===== src/rtl/serial_adder_ctrl.sv =====
// Serial add/subtract sequencer: one 2-bit adder slice handles one base-4 digit per cycle,
// from LSB to MSB. The start/busy/done handshake lets a narrow slice replace a wide adder.
module serial_adder_ctrl #(
    parameter int WIDTH = 8
) (
    input  logic             clk,
    input  logic             reset,
    input  logic             start,
    input  logic             sub,
    input  logic [WIDTH-1:0] a,
    input  logic [WIDTH-1:0] b,
    output logic             busy,
    output logic             done,
    output logic [WIDTH-1:0] sum,
    output logic             cout,
    output logic [1:0]       dbg_state
);
    localparam int DIGITS = WIDTH / 2;
    localparam int IW     = (DIGITS > 1) ? $clog2(DIGITS) : 1;

    // Handshake: start is sampled only in IDLE; busy marks RUN; done is a one-cycle
    // pulse marking sum/cout as freshly updated. busy and done are never high together.
    typedef enum logic [1:0] {
        IDLE = 2'd0,
        RUN  = 2'd1,
        DONE = 2'd2
    } state_t;

    state_t           state_q;
    logic [WIDTH-1:0] op_a_q;
    logic [WIDTH-1:0] op_b_q;
    logic             carry_q;
    logic [IW-1:0]    idx_q;
    logic [WIDTH-1:0] acc_q;
    logic [WIDTH-1:0] sum_q;
    logic             cout_q;
    logic             busy_q;
    logic             done_q;

    logic [2:0]       slice_d;
    logic [WIDTH-1:0] acc_d;
    logic             last_d;

    always_comb begin
        slice_d = {1'b0, op_a_q[1:0]} + {1'b0, op_b_q[1:0]} + {2'b00, carry_q};
        // Accumulator is cleared at start, so OR-ing the new digit into place is enough.
        acc_d   = acc_q | (WIDTH'(slice_d[1:0]) << {idx_q, 1'b0});
        last_d  = (idx_q == IW'(DIGITS - 1));
    end

    always_ff @(posedge clk) begin
        if (reset) begin
            state_q <= IDLE;
            op_a_q  <= '0;
            op_b_q  <= '0;
            carry_q <= 1'b0;
            idx_q   <= '0;
            acc_q   <= '0;
            sum_q   <= '0;
            cout_q  <= 1'b0;
            busy_q  <= 1'b0;
            done_q  <= 1'b0;
        end else begin
            case (state_q)
                IDLE: begin
                    done_q <= 1'b0;
                    if (start) begin
                        // Subtraction is a + ~b + 1: invert b here and seed the carry with sub.
                        op_a_q  <= a;
                        op_b_q  <= sub ? ~b : b;
                        carry_q <= sub;
                        idx_q   <= '0;
                        acc_q   <= '0;
                        busy_q  <= 1'b1;
                        state_q <= RUN;
                    end
                end
                RUN: begin
                    acc_q   <= acc_d;
                    carry_q <= slice_d[2];
                    op_a_q  <= op_a_q >> 2;
                    op_b_q  <= op_b_q >> 2;
                    idx_q   <= idx_q + IW'(1);
                    if (last_d) begin
                        sum_q   <= acc_d;
                        cout_q  <= slice_d[2];
                        busy_q  <= 1'b0;
                        done_q  <= 1'b1;
                        state_q <= DONE;
                    end
                end
                DONE: begin
                    done_q  <= 1'b0;
                    state_q <= IDLE;
                end
                default: begin
                    busy_q  <= 1'b0;
                    done_q  <= 1'b0;
                    state_q <= IDLE;
                end
            endcase
        end
    end

    assign busy      = busy_q;
    assign done      = done_q;
    assign sum       = sum_q;
    assign cout      = cout_q;
    assign dbg_state = state_q;
endmodule

===== config.mk =====
export PLATFORM = sky130hd
export DESIGN_NAME = serial_adder_ctrl
export DESIGN_NICKNAME = d
export VERILOG_FILES = /design/src/rtl/serial_adder_ctrl.sv
export SDC_FILE = /design/constraint.sdc
export NUM_CORES = 1
export LEC_CHECK = 0
export BUFFER_PORTS_ARGS = -buffer_cell sky130_fd_sc_hd__buf_4
export CORE_MARGIN = 4
export CORE_UTILIZATION = 40
export DETAILED_ROUTE_END_ITERATION = 16
export PLACE_DENSITY = 0.69
export SYNTH_ARGS = -nofsm -noshare
export SYNTH_HDL_FRONTEND = slang
export SYNTH_SLANG_ARGS = --single-unit

===== constraint.sdc =====
create_clock -name clk -period 2 [get_ports clk]
set_input_delay 0.2 -clock clk [delete_from_list [all_inputs] [get_ports clk]]
set_output_delay 0.2 -clock clk [all_outputs]
set_load 0.005 [all_outputs]

[Word-level counts from Yosys, hierarchy flattened]
Cells that the tools add are included.
Storage, ports and cells
  logic and storage cells: 47
  input port bits: 20
  flip-flop bits (word level): 40
  output and inout bits: 13
Cells by class
  shifts and indexed selects: 1
  multiplexer cells: 17
  eq/ne operators: 5
  $add $sub $neg: 3
  bitwise gates (word level): 4
  reductions and logical operators: 7
Operators with widths (number)
  $pmux 8 s2: 3
  $mux 8: 4
  $not 8->8: 1
  $or 8x8->8: 1
  $pmux 2 s2: 2
  $shl 2x3->8: 1
  $mux 2: 3
  $reduce_and 2->1: 3
  $eq 2x2->1 const B: 2
  $ne 2x2->1 const B: 2
  $add 2x2->3: 1
  $add 3x1->3: 1
  $mux 1: 3
  $pmux 1 s3: 1
  $reduce_and 3->1: 1
  $add 2x1->2 const B: 1
  $eq 2x1->1 const B: 1
  $logic_not 2->1: 1
  $not 1->1: 2
  $pmux 1 s2: 1
  $reduce_bool 2->1: 1
  $reduce_or 2->1: 1

[Longest topological paths before layout]
  word-level depth: 5
  depth in mapped cells: 6
  depth with buffers taken out: 4

[Worst setup path after synthesis]
OpenSTA, ideal clock, no wires.
  path type: reg2reg
  start point: reg op_a_q[0]
  end point: reg sum_q[3] (netlist: sum[3])
  path slack: 333 ps
  setup time: 86 ps
  period minus slack after synthesis: 1667 ps
  arrival time: 1581 ps
  required time: 1914 ps
  stages on the path, launching flop included: 5
  buffers on the path: 0
  cell sequence: dfxtp_1 -> fa_1 -> fa_1 -> a31oi_1 -> a211oi_1
Between the ends
  cells in the longest elaborated chain, start to end: 4
Ends and longest elaborated chain
  start, declared: line 30  | logic [WIDTH-1:0] op_a_q;
  start signal, assigned: line 81  | op_a_q <= op_a_q >> 2;
  $add 2x2->3: line 45  | slice_d = {1'b0, op_a_q[1:0]} + {1'b0, op_b_q[1:0]} + {2'b00, carry_q};
  $add 3x1->3: line 45
  $shl 2x3->8: line 47  | acc_d = acc_q | (WIDTH'(slice_d[1:0]) << {idx_q, 1'b0});
  $or 8x8->8: line 47
  end signal, assigned: line 59  | sum_q <= '0;
  end signal, assigned: line 85  | sum_q <= acc_d;
  end, declared: line 35  | logic [WIDTH-1:0] sum_q;
Every way passes these cells.
A chain may end at the register's enable or synchronous reset.

[Final worst setup path]
  start point: reg op_a_q[0]
  end point: reg sum_q[1] (netlist: sum[1])
The elaborated chain is that of the path after synthesis.

==> metrics <==
height of the chip=about 73 um; switching power share of the total=~25%; Post-Syn Area per Cell=slightly below 10 um2; wire length per cell=~14 um; Finish-stage setup viols=0; residual overflow from global routing=0; buffers inserted by post-CTS timing repair=0; Setup WS post-layout=~220 ps; buffer levels on the longest clock path=2; Required @ worst endpoint=2210 ps; max-slew violations=0; arrival time at the worst endpoint=around 2000 ps; ratio of cells with drive above 1 in the final layout=between 20% and 30%; global router's overall resource usage=between 10% and 20%; critical path startpoint category=flip-flop; final design area excluding fillers=just over 2000 um2; IR Drop Worst-Case VDD=between 0.4 and 0.5 mV; residual antenna-violating net count after detailed routing=0; area delta synth->final=20.4%; Slew headroom=around 60%; initial core utilization=41.6%; final period utilization=89.0%; final period demand of the worst path=between 1500 and 2000 ps; RSZ-0062 raised after global routing=no; kind of cell adding the most delay to the critical path=adder cells; number of maximum-capacitance violations=0; highest-delay cell along the critical path=fa_1; placed wire-length estimate after detailed placement=roughly 2400 um; fraction of the mapped netlist area in adder cells=3.13%; Rows=23; Iter 0 DRT Violations=49; count of yosys warnings during synthesis=0; Switching Power=between 0.0004 and 0.0005 W; final setup TNS=0 ps; pin count of the biggest net entering global routing=28; sequential standard cell area=801 um2; total power density per cell area=between 800 and 900 nW/um2; H-Tree Level Count=2; root buffer cell=clkbuf_8; largest family of logic cells by synthesized area=compound AO/OA/AOI/OAI gates; Synth Area in Simple Gates=13.3%; cts bufs inserted=5; capturing element type of the critical path=flip-flop; initial antenna violation count=0; number of buffers inserted for hold repair after clock tree synthesis=0; largest fanout of any net on the critical path=4; DRT Pass-1 Iters=4; via count=between 1k and 1.5k; Clock Skews=between 3 and 4 ps; Comb power frac=12.7%; total I/O pin count=33; critical-path cell list=fa_1 -> fa_1 -> a31oi_1 -> a211oi_1; final antenna diode count=0; class of the tightest hold or removal check=primary input to flip-flop; Placeable Area=around 4000 um2; Max Freq=approximately 0.56 GHz; area occupied by multi-input gates=between 700 and 800 um2; part of the total power dissipated in the clock network=roughly 34%; count of distinct cell types in the synthesized netlist=33; clock tree from TritonCTS=built; placed inst area=roughly 1900 um2; RD Place Congestion=~0.75; part of the power in registers=53.1%; Final Hold Slack=about 140 ps; CP most frequent cell=fa_1; Filler Cell Count=roughly 390; DR vias/cell=a little over 5; x dimension of the die=72.8 um; combined area of all synthesized cells=1680 um2; critical setup path kind=flip-flop to flip-flop; final hold violations=0; number of cells upsized or downsized after cts=0; delay of the slowest cell on the worst path=570 ps; area fraction in compound gates after synthesis=between 20% and 30%; internal power=0.00122 W; number of port buffers=32; flip-flop and latch count after synthesis=40; sequential element share of the synthesized area=between 40% and 50%; vias in the first global route=between 1k and 1.5k; Post-route DRC=0; post-synthesis net count=193; Final #Nets=about 220; result of the run=complete, no violations; XOR/XNOR Fraction of Synth Area=under 10%; static leakage power=roughly 0.8 nW; actual slew at the worst max-slew pin=about 600 ps; multiplexer fraction of the synthesized cell area=0%; number of standard cells after synthesis=170; final routed wirelength across all metal layers=around 3400 um; Clk Latency, worst-skew pair=about 290 ps; worst-case setup slack after placement=~250 ps; TritonCTS Sinks=40; post-CTS clock slew at the launch and capture registers of the worst setup and hold paths=80 ps; global-route wire length before repair=5700 um; die area=between 5000 and 6000 um2; count of buffer and inverter cells on the critical path=0
==> routing by layer <==
layer  global-route usage (%)  share of wire, %  up-vias
met5                        0                 0        -
met4                     5.53               1.5        0
met3                     5.51               5.5        7
met2                     21.0                44       26
met1                     18.0                49      588
li1                         -                 -      684
==> area by class of cell <==
| cell class | count | share of cell area [%] |
|---|---|---|
| Sequential cell | 40 | 39.7 |
| Multi-Input combinational cell | 114 | 38.7 |
| Timing Repair Buffer | 35 | 13.0 |
| Clock buffer | 7 | 4.28 |
| Tap cell | 50 | 3.10 |
| Inverter | 5 | 0.929 |
| Clock inverter | 1 | 0.372 |
==> synthesized netlist by cell type <==
cell type,instances,area [um2]
ha_1,1,12.5
or3_1,1,6.26
a221o_1,7,70.1
o21ba_2,1,10.0
nor3_2,1,10.0
a21o_1,1,7.51
a31oi_1,8,50.1
nor2_2,1,6.26
buf_4,3,22.5
a21oi_1,4,20.0
o21bai_1,1,7.51
xnor2_1,6,52.6
o2bb2ai_1,13,114
o21ai_0,1,5.00
nand2_1,2,7.51
xor2_1,2,17.5
nor2_1,33,124
a211oi_1,14,105
a22oi_1,4,30.0
dfxtp_1,40,801
inv_2,1,3.75
inv_1,4,15.0
nor3b_1,3,22.5
clkbuf_1,3,11.3
and3b_1,1,8.76
a22o_1,1,8.76
buf_2,2,10.0
fa_1,2,40.0
and2_1,1,6.26
buf_6,3,33.8
o22ai_1,1,6.26
or4b_4,1,13.8
nand2b_1,3,18.8
==> worst register-to-register path, cell delays in order (launching register included) <==
cell and delay, ps:
dfxtp_1 330, fa_1 440, fa_1 570, a31oi_1 120, a211oi_1 230
==> power by group through the flow <==
stage	Clock, W	Combinational [W]	Sequential [W]
finish	0.000557	0.000207	0.000865
global route	0.000615	0.000233	0.000871
CTS	0.000573	0.000208	0.000865
detailed placement	0	0.000208	0.000883
global placement	0	0.000206	0.000882
floorplan	0	0.000148	0.000875
==> path summary, 6_finish.rpt <==
check             slack (ps)  startpoint   endpoint  cells past startpoint
setup / recovery         220   op_a_q[0]     sum[1]                      4
hold reg to reg          470    acc_q[0]   acc_q[0]                      1
setup reg to reg         220   op_a_q[0]     sum[1]                      4
hold / removal           140        a[6]  op_a_q[6]                      3
==> metrics by stage <==
stage / utilization [%] / total power (W) / instances
floorplan: - / 0.00102 / 170
global placement: 47.8 / 0.00109 / 244
detailed placement: 47.8 / 0.00109 / 244
CTS: 50.1 / 0.00165 / 252
global route: 50.1 / 0.00172 / 252
finish: 50.1 / 0.00163 / 252
==> logic make-up (layout without fill, tap and decap cells) <==
group	count (synthesis)	in the layout
AOI/OAI and AO/OA	56	56
xor gates and xnor gates	8	8
adders and majority gates	3	3
buffers and inverters	16	48
DFF	40	40
and+or+nand+nor	47	47
==> layout by cell type (no fill, tap or decap), types with 2 or more instances in the layout <==
cell / instances
dfxtp_1: 40
buf_4: 35
nor2_1: 33
a211oi_1: 14
o2bb2ai_1: 13
a31oi_1: 8
a221o_1: 7
xnor2_1: 6
clkbuf_8: 6
inv_1: 4
a21oi_1: 4
a22oi_1: 4
nand2b_1: 3
nor3b_1: 3
nand2_1: 2
xor2_1: 2
fa_1: 2
==> state kept, by name, summed over array words and instances (netlist names), 2 cells and up <==
name and flops:
acc_q 8, dbg_state 2, idx_q 2, op_a_q 8, op_b_q 8, sum 8
No activity file was read; power rests on OpenSTA's default activity.
